## src/rtl/ritc_delay_sequencer_if.sv

```systemverilog
// ritc_delay_sequencer_if
// Groups the table-load port, the run handshake and the IDELAY register bus
// of the RITC delay sequencer.
//   tbl_wr_i/tbl_addr_i/tbl_dat_i : delay table write port (index 0-77, 6-bit tap)
//   start_i                       : single-cycle start pulse
//   busy_o/done_o/err_o           : run status
//   idl_addr_o/idl_dat_o/idl_wr_o : IDELAY register write bus (addr 0 ctrl, 1 delay)
//   idl_dat_i                     : IDELAY register readback, [5:0] = IDELAYCTRL ready
// The slave modport is the sequencer's view; master is the controlling side.
interface ritc_delay_sequencer_if;
    logic        tbl_wr_i;
    logic [6:0]  tbl_addr_i;
    logic [5:0]  tbl_dat_i;
    logic        start_i;
    logic        busy_o;
    logic        done_o;
    logic        err_o;
    logic        idl_addr_o;
    logic [31:0] idl_dat_o;
    logic        idl_wr_o;
    logic [31:0] idl_dat_i;

    modport master (
        output tbl_wr_i, tbl_addr_i, tbl_dat_i, start_i, idl_dat_i,
        input  busy_o, done_o, err_o, idl_addr_o, idl_dat_o, idl_wr_o
    );

    modport slave (
        input  tbl_wr_i, tbl_addr_i, tbl_dat_i, start_i, idl_dat_i,
        output busy_o, done_o, err_o, idl_addr_o, idl_dat_o, idl_wr_o
    );
endinterface

```

## src/rtl/ritc_delay_sequencer.sv

```systemverilog
// ritc_delay_sequencer
// Resets the IDELAYCTRL, waits for it to report ready, then loads all 78
// IDELAY taps (2 RITCs x 3 channels x 13 bits, bit 12 = channel clock) from
// a local table, inserting SETTLE_CYCLES idle cycles after each delay write.
//   clk_i : single clock
//   rst_i : synchronous active-high reset (table contents are not reset)
//   seq   : ritc_delay_sequencer_if.slave (table port, start/status, IDELAY bus)
// RST_HOLD and RDY_TIMEOUT must be at least 1; SETTLE_CYCLES may be 0.
//
// state  | meaning
// IDLE   | waiting for start_i, table writable
// RST    | IDELAYCTRL reset write on addr 0
// HOLD   | RST_HOLD cycles after the reset write
// POLL   | waiting for readback [5:0] == 6'h3F, bounded by RDY_TIMEOUT
// FETCH  | table read for current entry
// WRITE  | delay write on addr 1
// SETTLE | SETTLE_CYCLES idle cycles, then advance entry
// DONE   | one-cycle done pulse
// ERR    | ready timeout, err_o set
module ritc_delay_sequencer #(
    parameter int unsigned SETTLE_CYCLES = 4,
    parameter int unsigned RST_HOLD      = 32,
    parameter int unsigned RDY_TIMEOUT   = 1024
) (
    input  logic                   clk_i,
    input  logic                   rst_i,
    ritc_delay_sequencer_if.slave  seq
);
    localparam int unsigned TBL_DEPTH = 78;
    localparam int unsigned MAX_A     = (RST_HOLD > RDY_TIMEOUT) ? RST_HOLD : RDY_TIMEOUT;
    localparam int unsigned CNT_MAX   = (MAX_A > SETTLE_CYCLES) ? MAX_A : SETTLE_CYCLES;
    localparam int unsigned CNT_W     = $clog2(CNT_MAX + 1);

    typedef enum logic [3:0] {
        S_IDLE, S_RST, S_HOLD, S_POLL, S_FETCH, S_WRITE, S_SETTLE, S_DONE, S_ERR
    } state_t;

    state_t           state;
    logic [CNT_W-1:0] cnt;
    logic             ritc;
    logic [1:0]       ch;
    logic [3:0]       bit_cnt;
    logic [5:0]       tbl [TBL_DEPTH];
    logic [6:0]       tbl_idx;
    logic             last_entry;
    logic             nxt_ritc;
    logic [1:0]       nxt_ch;
    logic [3:0]       nxt_bit;

    logic             busy;
    logic             done;
    logic             err;
    logic             idl_addr;
    logic [31:0]      idl_dat;
    logic             idl_wr;

    logic             unused_rdbk;
    assign unused_rdbk = ^seq.idl_dat_i[31:6];

    // Delay register layout; the channel clock (bit 12) uses bit field 4'hF.
    function automatic logic [31:0] delay_word(input logic [5:0] tap, input logic r,
                                               input logic [1:0] c, input logic [3:0] b);
        logic [3:0] bf;
        bf = (b == 4'd12) ? 4'hF : b;
        return {18'd0, r, 1'b1, c, bf, tap};
    endfunction

    assign tbl_idx    = (ritc ? 7'd39 : 7'd0) + 7'(ch) * 7'd13 + 7'(bit_cnt);
    assign last_entry = ritc && (ch == 2'd2) && (bit_cnt == 4'd12);

    // Entry order: bit innermost, then channel, then RITC.
    always_comb begin
        nxt_ritc = ritc;
        nxt_ch   = ch;
        nxt_bit  = bit_cnt + 4'd1;
        if (bit_cnt == 4'd12) begin
            nxt_bit = 4'd0;
            if (ch == 2'd2) begin
                nxt_ch   = 2'd0;
                nxt_ritc = ~ritc;
            end else begin
                nxt_ch = ch + 2'd1;
            end
        end
    end

    // Table is only writable while idle and is deliberately not reset.
    always_ff @(posedge clk_i) begin
        if (!rst_i && seq.tbl_wr_i && !busy && (seq.tbl_addr_i < 7'(TBL_DEPTH)))
            tbl[seq.tbl_addr_i] <= seq.tbl_dat_i;
    end

    always_ff @(posedge clk_i) begin
        if (rst_i) begin
            state    <= S_IDLE;
            cnt      <= '0;
            ritc     <= 1'b0;
            ch       <= 2'd0;
            bit_cnt  <= 4'd0;
            busy     <= 1'b0;
            done     <= 1'b0;
            err      <= 1'b0;
            idl_addr <= 1'b0;
            idl_dat  <= 32'd0;
            idl_wr   <= 1'b0;
        end else begin
            idl_wr <= 1'b0;
            done   <= 1'b0;
            case (state)
                S_IDLE: begin
                    if (seq.start_i) begin
                        state    <= S_RST;
                        busy     <= 1'b1;
                        err      <= 1'b0;
                        idl_addr <= 1'b0;
                        idl_dat  <= 32'h1;
                        idl_wr   <= 1'b1;
                    end
                end
                S_RST: begin
                    state <= S_HOLD;
                    cnt   <= CNT_W'(RST_HOLD - 1);
                end
                S_HOLD: begin
                    if (cnt == '0) begin
                        state <= S_POLL;
                        cnt   <= CNT_W'(RDY_TIMEOUT - 1);
                    end else begin
                        cnt <= cnt - 1'b1;
                    end
                end
                S_POLL: begin
                    if (seq.idl_dat_i[5:0] == 6'h3F) begin
                        state   <= S_FETCH;
                        ritc    <= 1'b0;
                        ch      <= 2'd0;
                        bit_cnt <= 4'd0;
                    end else if (cnt == '0) begin
                        state <= S_ERR;
                        err   <= 1'b1;
                    end else begin
                        cnt <= cnt - 1'b1;
                    end
                end
                // The output data register doubles as the registered table read.
                S_FETCH: begin
                    state    <= S_WRITE;
                    idl_addr <= 1'b1;
                    idl_wr   <= 1'b1;
                    idl_dat  <= delay_word(tbl[tbl_idx], ritc, ch, bit_cnt);
                end
                S_WRITE, S_SETTLE: begin
                    if ((state == S_WRITE) && (SETTLE_CYCLES != 0)) begin
                        state <= S_SETTLE;
                        cnt   <= CNT_W'(SETTLE_CYCLES - 1);
                    end else if ((state == S_SETTLE) && (cnt != '0)) begin
                        cnt <= cnt - 1'b1;
                    end else if (last_entry) begin
                        state    <= S_DONE;
                        done     <= 1'b1;
                        idl_addr <= 1'b0;
                    end else begin
                        state   <= S_FETCH;
                        ritc    <= nxt_ritc;
                        ch      <= nxt_ch;
                        bit_cnt <= nxt_bit;
                    end
                end
                S_DONE, S_ERR: begin
                    state    <= S_IDLE;
                    busy     <= 1'b0;
                    idl_addr <= 1'b0;
                end
                default: begin
                    state <= S_IDLE;
                    busy  <= 1'b0;
                end
            endcase
        end
    end

    assign seq.busy_o     = busy;
    assign seq.done_o     = done;
    assign seq.err_o      = err;
    assign seq.idl_addr_o = idl_addr;
    assign seq.idl_dat_o  = idl_dat;
    assign seq.idl_wr_o   = idl_wr;
endmodule

```

## src/flat_wrapper.sv

```systemverilog
// flat-port wrapper written by rule: the top's interface ports become plain ports
module ritc_delay_sequencer_flat 
#(
    parameter int unsigned SETTLE_CYCLES = 4,
    parameter int unsigned RST_HOLD      = 32,
    parameter int unsigned RDY_TIMEOUT   = 1024
)
  (clk_i, rst_i, seq_tbl_wr_i, seq_tbl_addr_i, seq_tbl_dat_i, seq_start_i, seq_idl_dat_i, seq_busy_o, seq_done_o, seq_err_o, seq_idl_addr_o, seq_idl_dat_o, seq_idl_wr_o);
  ritc_delay_sequencer_if seq_i ();
  input  logic clk_i;
  input  logic rst_i;
  input wire logic [$bits(seq_i.tbl_wr_i)-1:0] seq_tbl_wr_i;
  input wire logic [$bits(seq_i.tbl_addr_i)-1:0] seq_tbl_addr_i;
  input wire logic [$bits(seq_i.tbl_dat_i)-1:0] seq_tbl_dat_i;
  input wire logic [$bits(seq_i.start_i)-1:0] seq_start_i;
  input wire logic [$bits(seq_i.idl_dat_i)-1:0] seq_idl_dat_i;
  output wire logic [$bits(seq_i.busy_o)-1:0] seq_busy_o;
  output wire logic [$bits(seq_i.done_o)-1:0] seq_done_o;
  output wire logic [$bits(seq_i.err_o)-1:0] seq_err_o;
  output wire logic [$bits(seq_i.idl_addr_o)-1:0] seq_idl_addr_o;
  output wire logic [$bits(seq_i.idl_dat_o)-1:0] seq_idl_dat_o;
  output wire logic [$bits(seq_i.idl_wr_o)-1:0] seq_idl_wr_o;
  assign seq_i.tbl_wr_i = seq_tbl_wr_i;
  assign seq_i.tbl_addr_i = seq_tbl_addr_i;
  assign seq_i.tbl_dat_i = seq_tbl_dat_i;
  assign seq_i.start_i = seq_start_i;
  assign seq_i.idl_dat_i = seq_idl_dat_i;
  assign seq_busy_o = seq_i.busy_o;
  assign seq_done_o = seq_i.done_o;
  assign seq_err_o = seq_i.err_o;
  assign seq_idl_addr_o = seq_i.idl_addr_o;
  assign seq_idl_dat_o = seq_i.idl_dat_o;
  assign seq_idl_wr_o = seq_i.idl_wr_o;
  ritc_delay_sequencer #(.SETTLE_CYCLES(SETTLE_CYCLES), .RST_HOLD(RST_HOLD), .RDY_TIMEOUT(RDY_TIMEOUT)) u_core (.clk_i(clk_i), .rst_i(rst_i), .seq(seq_i));
endmodule
```

## config.mk

```make
export PLATFORM = sky130hd
export DESIGN_NAME = ritc_delay_sequencer_flat
export DESIGN_NICKNAME = d
export VERILOG_FILES = /design/src/rtl/ritc_delay_sequencer_if.sv /design/src/rtl/ritc_delay_sequencer.sv /design/src/flat_wrapper.sv
export SDC_FILE = /design/constraint.sdc
export NUM_CORES = 1
export LEC_CHECK = 0
export CAP_MARGIN = 40
export CORE_UTILIZATION = 63
export DETAILED_ROUTE_END_ITERATION = 12
export DONT_BUFFER_PORTS = 1
export PLACE_DENSITY = 0.79
export SYNTH_ARGS = -nofsm -noshare
export SYNTH_HDL_FRONTEND = slang
export SYNTH_SLANG_ARGS = --single-unit
```

## constraint.sdc

```tcl
create_clock -name clk_i -period 4.4 [get_ports clk_i]
set_input_delay 0.88 -clock clk_i [delete_from_list [all_inputs] [get_ports clk_i]]
set_output_delay 0.88 -clock clk_i [all_outputs]
set_load 0.005 [all_outputs]
```

Yosys cells after proc, flatten, opt, wreduce, memory -nomap -nowiden
Memories as Yosys holds them, arrays and structs flattened.
Cells that the tools add are included.

word-level totals
  bits in registers = 59
  output and inout port bits = 37
  bits of input ports = 49
  memories kept = 1
  RAM bits = 468
  logic and storage cells = 130

memories
  name        words  width  rd ports  clocked after Yosys merged registers in  write ports  RTL line                    RTL
  u_core.tbl  78     6      1         0                                        1            ritc_delay_sequencer.sv:43  logic [5:0] tbl [TBL_DEPTH];

cells by class
  equality and inequality tests = 26
  add/subtract/negate cells = 5
  reduce and logical (&&, ||, !) cells = 29
  magnitude comparators = 1
  bitwise operators = 3
  multipliers = 1
  multiplexer cells = 53

operators by type and width
  operator                                                                 count
  32-bit one-hot mux with 2 select lines                                   1
  11-bit two-way mux                                                       5
  4-bit two-way mux                                                        12
  11-bit one-hot mux with 4 select lines                                   1
  32-bit two-way mux                                                       1
  4-bit one-hot mux with 6 select lines                                    1
  1-bit two-way mux                                                        17
  4-bit by 3-bit equality test with 1-bit output, second input constant    4
  2-bit two-way mux                                                        7
  2-bit by 1-bit inequality test with 1-bit output, second input constant  6
  2-bit inequality test, second input constant                             6
  4-bit AND reduction                                                      3
  11-bit zero test                                                         1
  11-bit nonzero test                                                      1
  11-bit by 1-bit subtractor with 11-bit output, second input constant     1
  5-bit AND reduction                                                      2
  4-bit by 2-bit equality test with 1-bit output, second input constant    2
  4-bit equality test, second input constant                               2
  1-bit one-hot mux with 2 select lines                                    4
  4-bit one-hot mux with 2 select lines                                    1
  4-bit nonzero test                                                       2
  7-bit by 4-bit adder with 7-bit output                                   1
  7-bit by 6-bit adder with 7-bit output                                   1
  7-bit less-than comparator, second input constant                        1
  22 further kinds                                                         35

Logic depth before layout (Yosys ltp)
  depth in word-level cells = 7
  gate-level depth with buffers = 16
  depth with buffers taken out = 14

Worst setup path before layout
OpenSTA, ideal clock, no wires.

  path type = reg2reg
  from = register u_core.ch[1]
  to = register u_core.idl_dat[2], in the netlist u_core.seq.idl_dat_o[2]
  period minus slack after synthesis = 4039 ps
  stages on the path, launching flop included = 17
  arrival = 3901 ps
  path slack = 361 ps
  required time = 4263 ps
  buffers on the path = 4
  setup time = 137 ps
  cell sequence = dfxtp_1 -> ha_1 -> inv_1 -> fa_1 -> inv_1 -> ha_1 -> inv_1 -> fa_1 -> buf_2 -> buf_2 -> buf_2 -> clkbuf_1 -> mux4_2 -> a211oi_1 -> a211oi_1 -> a2111oi_0 -> o31ai_1

between the ends
  cells in the longest elaborated chain, start to end = 5

ends and longest elaborated chain
  element                                      RTL line                     RTL
  from (decl)                                  ritc_delay_sequencer.sv:41   logic [1:0] ch;
  from (signal assigned)                       ritc_delay_sequencer.sv:165  ch <= nxt_ch;
  2-bit by 4-bit multiplier with 6-bit output  ritc_delay_sequencer.sv:68   assign tbl_idx = (ritc ? 7'd39 : 7'd0) + 7'(ch) * 7'd13 + 7'(bit_cnt);
  7-bit by 6-bit adder with 7-bit output       ritc_delay_sequencer.sv:68
  7-bit by 4-bit adder with 7-bit output       ritc_delay_sequencer.sv:68
  memory 78 x 6 bit                            --
  32-bit one-hot mux with 2 select lines       ritc_delay_sequencer.sv:109  case (state)
  to (signal assigned)                         ritc_delay_sequencer.sv:150  idl_dat <= delay_word(tbl[tbl_idx], ritc, ch, bit_cnt);
  to (decl)                                    ritc_delay_sequencer.sv:54   logic [31:0] idl_dat;

No other way between the ends.
A chain may end at the register's enable or synchronous reset.

Final worst setup path
  from = register u_core.bit_cnt[1]
  to = register u_core.idl_dat[5], in the netlist u_core.seq.idl_dat_o[5]

between the ends
  cells in the longest elaborated chain, start to end = 3

ends and longest elaborated chain
  element                                 RTL line                     RTL
  from (decl)                             ritc_delay_sequencer.sv:42   logic [3:0] bit_cnt;
  from (signal assigned)                  ritc_delay_sequencer.sv:166  bit_cnt <= nxt_bit;
  7-bit by 4-bit adder with 7-bit output  ritc_delay_sequencer.sv:68
  memory 78 x 6 bit                       --
  32-bit one-hot mux with 2 select lines  ritc_delay_sequencer.sv:109

No other way between the ends.

==> implementation parameters <==
Parameter                              Value

Status
  Status    finished, final reports clean

Layout
  Fraction of final layout cells sized beyond drive strength 1    16.5%
  Ant diodes    0
  Post-route standard cell area excluding fillers    23,100 µm²
  Final nets    1,266
  Synth-to-Final Area Change    9.83%
  FILL cells    1,983
  Reg area    14,900 µm²
  Area of the multi-input gates    5750 µm²

Setup path
  Worst Path Arrival    4.64 ns
  Launch point of the worst path    u_core.bit_cnt[1]
  CP max-delay cell    sky130_fd_sc_hd__fa_4
  Reg2reg path depth    13
  Kind of cell adding the most delay to the critical path    adder cells
  Critical path startpoint category    flop
  Flop2flop setup slack    0.20 ns
  Count of buffer and inverter cells on the critical path    5
  Crit end category    flop
  Startpoint of the worst register-to-register path    u_core.bit_cnt[1]
  Number of cells on the critical path    13
  Critical path destination    u_core.seq.idl_dat_o[5]
  Largest stage delay on the critical path    0.93 ns
  Most Frequent Cell on Critical Path    sky130_fd_sc_hd__inv_1
  CP Cell Sequence    ha_1, inv_1, fa_1, inv_1, ha_4, inv_1, fa_4, buf_4, buf_4, mux4_2, mux4_2, mux2i_1, o31ai_1
  Endpoint required time on the critical path    4.84 ns
  Crit Reg-Reg Endpoint    u_core.seq.idl_dat_o[5]
  Worst-path maximum fanout    10
  Critical path class    flop to flop

Timing
  Time the worst path needs with I/O delays and setup    4.20 ns
  Total count of hold-check failures in the final report    0
  Post-route fraction of the period consumed by the critical path    95.4%
  F_max    238 MHz
  Post-route clock skew    0.0193 ns
  Number of pins exceeding their max-slew limit in the final report    0
  Unrepaired setup endpoints after global routing    no
  Worst slew slack as a fraction of its limit    41.5%
  Hold slack    0.384 ns
  Setup violators final    0
  Slew at the pin closest to its max-slew limit    0.870 ns
  Final sum of negative setup slack    0 ns

Die
  Floorplan die area    34,100 µm²
  Number of primary I/O pins    86
  Rows    66
  Die Width    185 µm
  Starting utilization of the core area    64.3%
  Total core area    32,700 µm²
  Die Y    185 µm

Route
  Antenna violation net count after detailed routing    0
  Final routed wire length divided by cell count    26.1 µm
  Violation count after the first detailed-routing iteration    1,229
  Via count    10,800
  DRC violations left    0
  Post-Route WL    43,700 µm
  Drt pass-1 iters    5
  Number of vias per cell after detailed routing    6.44

Min path
  Path type of the worst min-delay path    input pin to flop

Place
  Global placer's final weighted congestion    0.875
  Count of input and output buffers    0
  Placement Cell Area    21,500 µm²
  Total half-perimeter wirelength after legalization and detailed placement    27,300 µm

Power and ir drop
  Power Density    416 nW/µm²
  Cell leakage power    0.00726 µW
  Total power    9590 µW
  Largest voltage drop on the vdd net    0.339 mV

CTS
  Hold bufs inserted after CTS    0
  Clk Latency, worst-skew pair    0.58 ns
  Buffer type at the clock tree root    sky130_fd_sc_hd__clkbuf_16
  TritonCTS clock tree    done
  Htree depth    2
  Clock edge transition at the registers on the reported setup and hold paths    0.06 ns
  Total CTS buffers    49
  Clk buf depth    3
  Total number of clock tree sinks    509

GRT
  Global-route total usage across every layer    26.8%
  First-pass GRT wire length    66,000 µm
  Vias in the first global route    11,100
  Pin count of the biggest net entering global routing    79
  Initial antenna violation count    0
  GR Overflow Total    0

Run
  Number of violations of the max-capacitance limit    0

Synth
  Cell type with the highest aggregate area in the netlist    sky130_fd_sc_hd__edfxtp_1
  Number of enable flip-flop cells after synthesis    468
  Post-synth design cell area    21,000 µm²
  Avg Synthesized Cell Area    18.0 µm²
  Area share of the leading cell type in the synthesized netlist    66.9%
  Main area contributors after synthesis    sky130_fd_sc_hd__edfxtp_1 67%, sky130_fd_sc_hd__mux4_2 11%, sky130_fd_sc_hd__dfxtp_1 3.9%
  Yosys warns    0
  Part of the Yosys area used for sequential elements    70.8%
  Ys async rst share    0%
  Main flop type after synthesis    sky130_fd_sc_hd__edfxtp_1
  Total of flip-flops plus latches after synthesis    509
  Gate Count Post-Synth    1,166
  Synth cell types    57
[cell usage after synthesis (6+ instances only)]
master / count
sky130_fd_sc_hd__clkbuf_1: 19
sky130_fd_sc_hd__nand3_1: 14
sky130_fd_sc_hd__dfxtp_1: 41
sky130_fd_sc_hd__a211oi_1: 28
sky130_fd_sc_hd__a2111oi_0: 7
sky130_fd_sc_hd__mux4_1: 27
sky130_fd_sc_hd__edfxtp_1: 468
sky130_fd_sc_hd__o21ai_0: 20
sky130_fd_sc_hd__mux4_2: 99
sky130_fd_sc_hd__ha_1: 18
sky130_fd_sc_hd__o31ai_1: 6
sky130_fd_sc_hd__nor3_1: 20
sky130_fd_sc_hd__inv_1: 20
sky130_fd_sc_hd__buf_2: 18
sky130_fd_sc_hd__buf_4: 20
sky130_fd_sc_hd__a22oi_1: 8
sky130_fd_sc_hd__nand2_1: 43
sky130_fd_sc_hd__nor2b_1: 26
sky130_fd_sc_hd__nor2_1: 126
sky130_fd_sc_hd__a21oi_1: 31
sky130_fd_sc_hd__mux2i_1: 28
sky130_fd_sc_hd__and3_1: 7
[cell usage in the layout (no fill, tap or decap), types with 5 or more instances in the layout]
cell / netlist / layout
sky130_fd_sc_hd__a2111oi_0: 7 / 6
sky130_fd_sc_hd__a211oi_1: 28 / 28
sky130_fd_sc_hd__a21oi_1: 31 / 31
sky130_fd_sc_hd__a22oi_1: 8 / 8
sky130_fd_sc_hd__a31oi_1: 5 / 5
sky130_fd_sc_hd__and3_1: 7 / 7
sky130_fd_sc_hd__buf_12: 4 / 6
sky130_fd_sc_hd__buf_4: 20 / 22
sky130_fd_sc_hd__clkbuf_1: 19 / 13
sky130_fd_sc_hd__clkbuf_16: 0 / 50
sky130_fd_sc_hd__clkinv_1: 1 / 15
sky130_fd_sc_hd__clkinv_2: 0 / 8
sky130_fd_sc_hd__conb_1: 1 / 18
sky130_fd_sc_hd__dfxtp_1: 41 / 41
sky130_fd_sc_hd__edfxtp_1: 468 / 468
sky130_fd_sc_hd__ha_1: 18 / 16
sky130_fd_sc_hd__inv_1: 20 / 20
sky130_fd_sc_hd__mux2i_1: 28 / 28
sky130_fd_sc_hd__mux4_1: 27 / 27
sky130_fd_sc_hd__mux4_2: 99 / 99
sky130_fd_sc_hd__nand2_1: 43 / 43
sky130_fd_sc_hd__nand2b_1: 5 / 5
sky130_fd_sc_hd__nand3_1: 14 / 14
sky130_fd_sc_hd__nor2_1: 126 / 126
sky130_fd_sc_hd__nor2b_1: 26 / 26
sky130_fd_sc_hd__nor3_1: 20 / 20
sky130_fd_sc_hd__o21ai_0: 20 / 20
sky130_fd_sc_hd__o31ai_1: 6 / 6
[per-layer routing]
layer	track usage (%)	up-vias	part of all wire [%]
met5	0	-	0
met1	35.4	5473	38
li1	-	4732	-
met4	9.65	0	3.0
met2	44.3	510	50
met3	6.05	86	8.6
[sequential cells by signal, summed over array words and instances, names as in the netlist]
signal,cells
u_core.seq.idl_dat_o,14
u_core.cnt,11
u_core.seq.err_o,1
u_core.seq.done_o,1
u_core.state,4
u_core.bit_cnt,4
u_core.seq.busy_o,1
u_core.tbl,468
u_core.seq.idl_addr_o,1
u_core.seq.idl_wr_o,1
u_core.ch,2
u_core.ritc,1
[cell type report]
class                   instances  share of cell area (%)
repair buffers                 29                    1.25
clock buffers                  63                    5.63
clock inverters                28                    1.02
well taps                     442                    2.40
inverters                      21                   0.341
flip-flops and latches        509                    64.4
multi-input cells             585                    24.9
[what timing repair did]
| item | CTS | global route |
|---|---|---|
| resized for setup | 1 | 0 |
| pin swaps | 0 | 1 |
| setup endpoints to repair | 1 | 5 |
| buffers inserted | 0 | 4 |
[worst register-to-register path, stage by stage, from the launching register on]
cell and delay, ns:
sky130_fd_sc_hd__dfxtp_1 0.44, sky130_fd_sc_hd__ha_1 0.27, sky130_fd_sc_hd__inv_1 0.07, sky130_fd_sc_hd__fa_1 0.41, sky130_fd_sc_hd__inv_1 0.10, sky130_fd_sc_hd__ha_4 0.13, sky130_fd_sc_hd__inv_1 0.04, sky130_fd_sc_hd__fa_4 0.93
sky130_fd_sc_hd__buf_4 0.21, sky130_fd_sc_hd__buf_4 0.15, sky130_fd_sc_hd__mux4_2 0.32, sky130_fd_sc_hd__mux4_2 0.52, sky130_fd_sc_hd__mux2i_1 0.38, sky130_fd_sc_hd__o31ai_1 0.10
[how the worst min path moves through the flow]
stage | start | endpoint | depth (start not counted)
floorplan | u_core.seq.idl_dat_o[6] | u_core.seq.idl_dat_o[6] | 2
global placement | u_core.seq.idl_dat_o[6] | u_core.seq.idl_dat_o[6] | 2
detailed placement | u_core.seq.idl_dat_o[6] | u_core.seq.idl_dat_o[6] | 2
CTS | rst_i | u_core.bit_cnt[0] | 1
global route | rst_i | u_core.seq.err_o | 1
finish | rst_i | u_core.state[3] | 1
[report_power, final]
part / switching, µW / leakage (µW) / internal, µW
Combinational: 145 / 0.00197 / 72.9
Sequential: 30.6 / 0.00454 / 5300
Clock: 1730 / 0.000748 / 2320
Total: 1910 / 0.00726 / 7690
[cells by family after synthesis]
kind of cell / Yosys count / synth area share [%]
adders and majority gates: 22 / 1.45
other: 1 / 0.0178
xor gates and xnor gates: 3 / 0.125
AOI/OAI and AO/OA: 124 / 4.01
and+or+nand+nor: 263 / 5.75
muxes: 155 / 15.4
DFF: 509 / 70.8
buffers and inverters: 89 / 2.51
[stage by stage]
step / utilization (%) / instances / worst slack (ns)
after detailed placement: 65.8 / 1582 / 0.0834
after floorplan: - / 1183 / 0.361
after global routing: 70.6 / 1677 / 0.0714
final: 70.6 / 1677 / 0.203
after CTS: 70.5 / 1673 / 0.0853
after global placement: 65.8 / 1581 / 0.214
No activity file was read; power rests on OpenSTA's default activity.
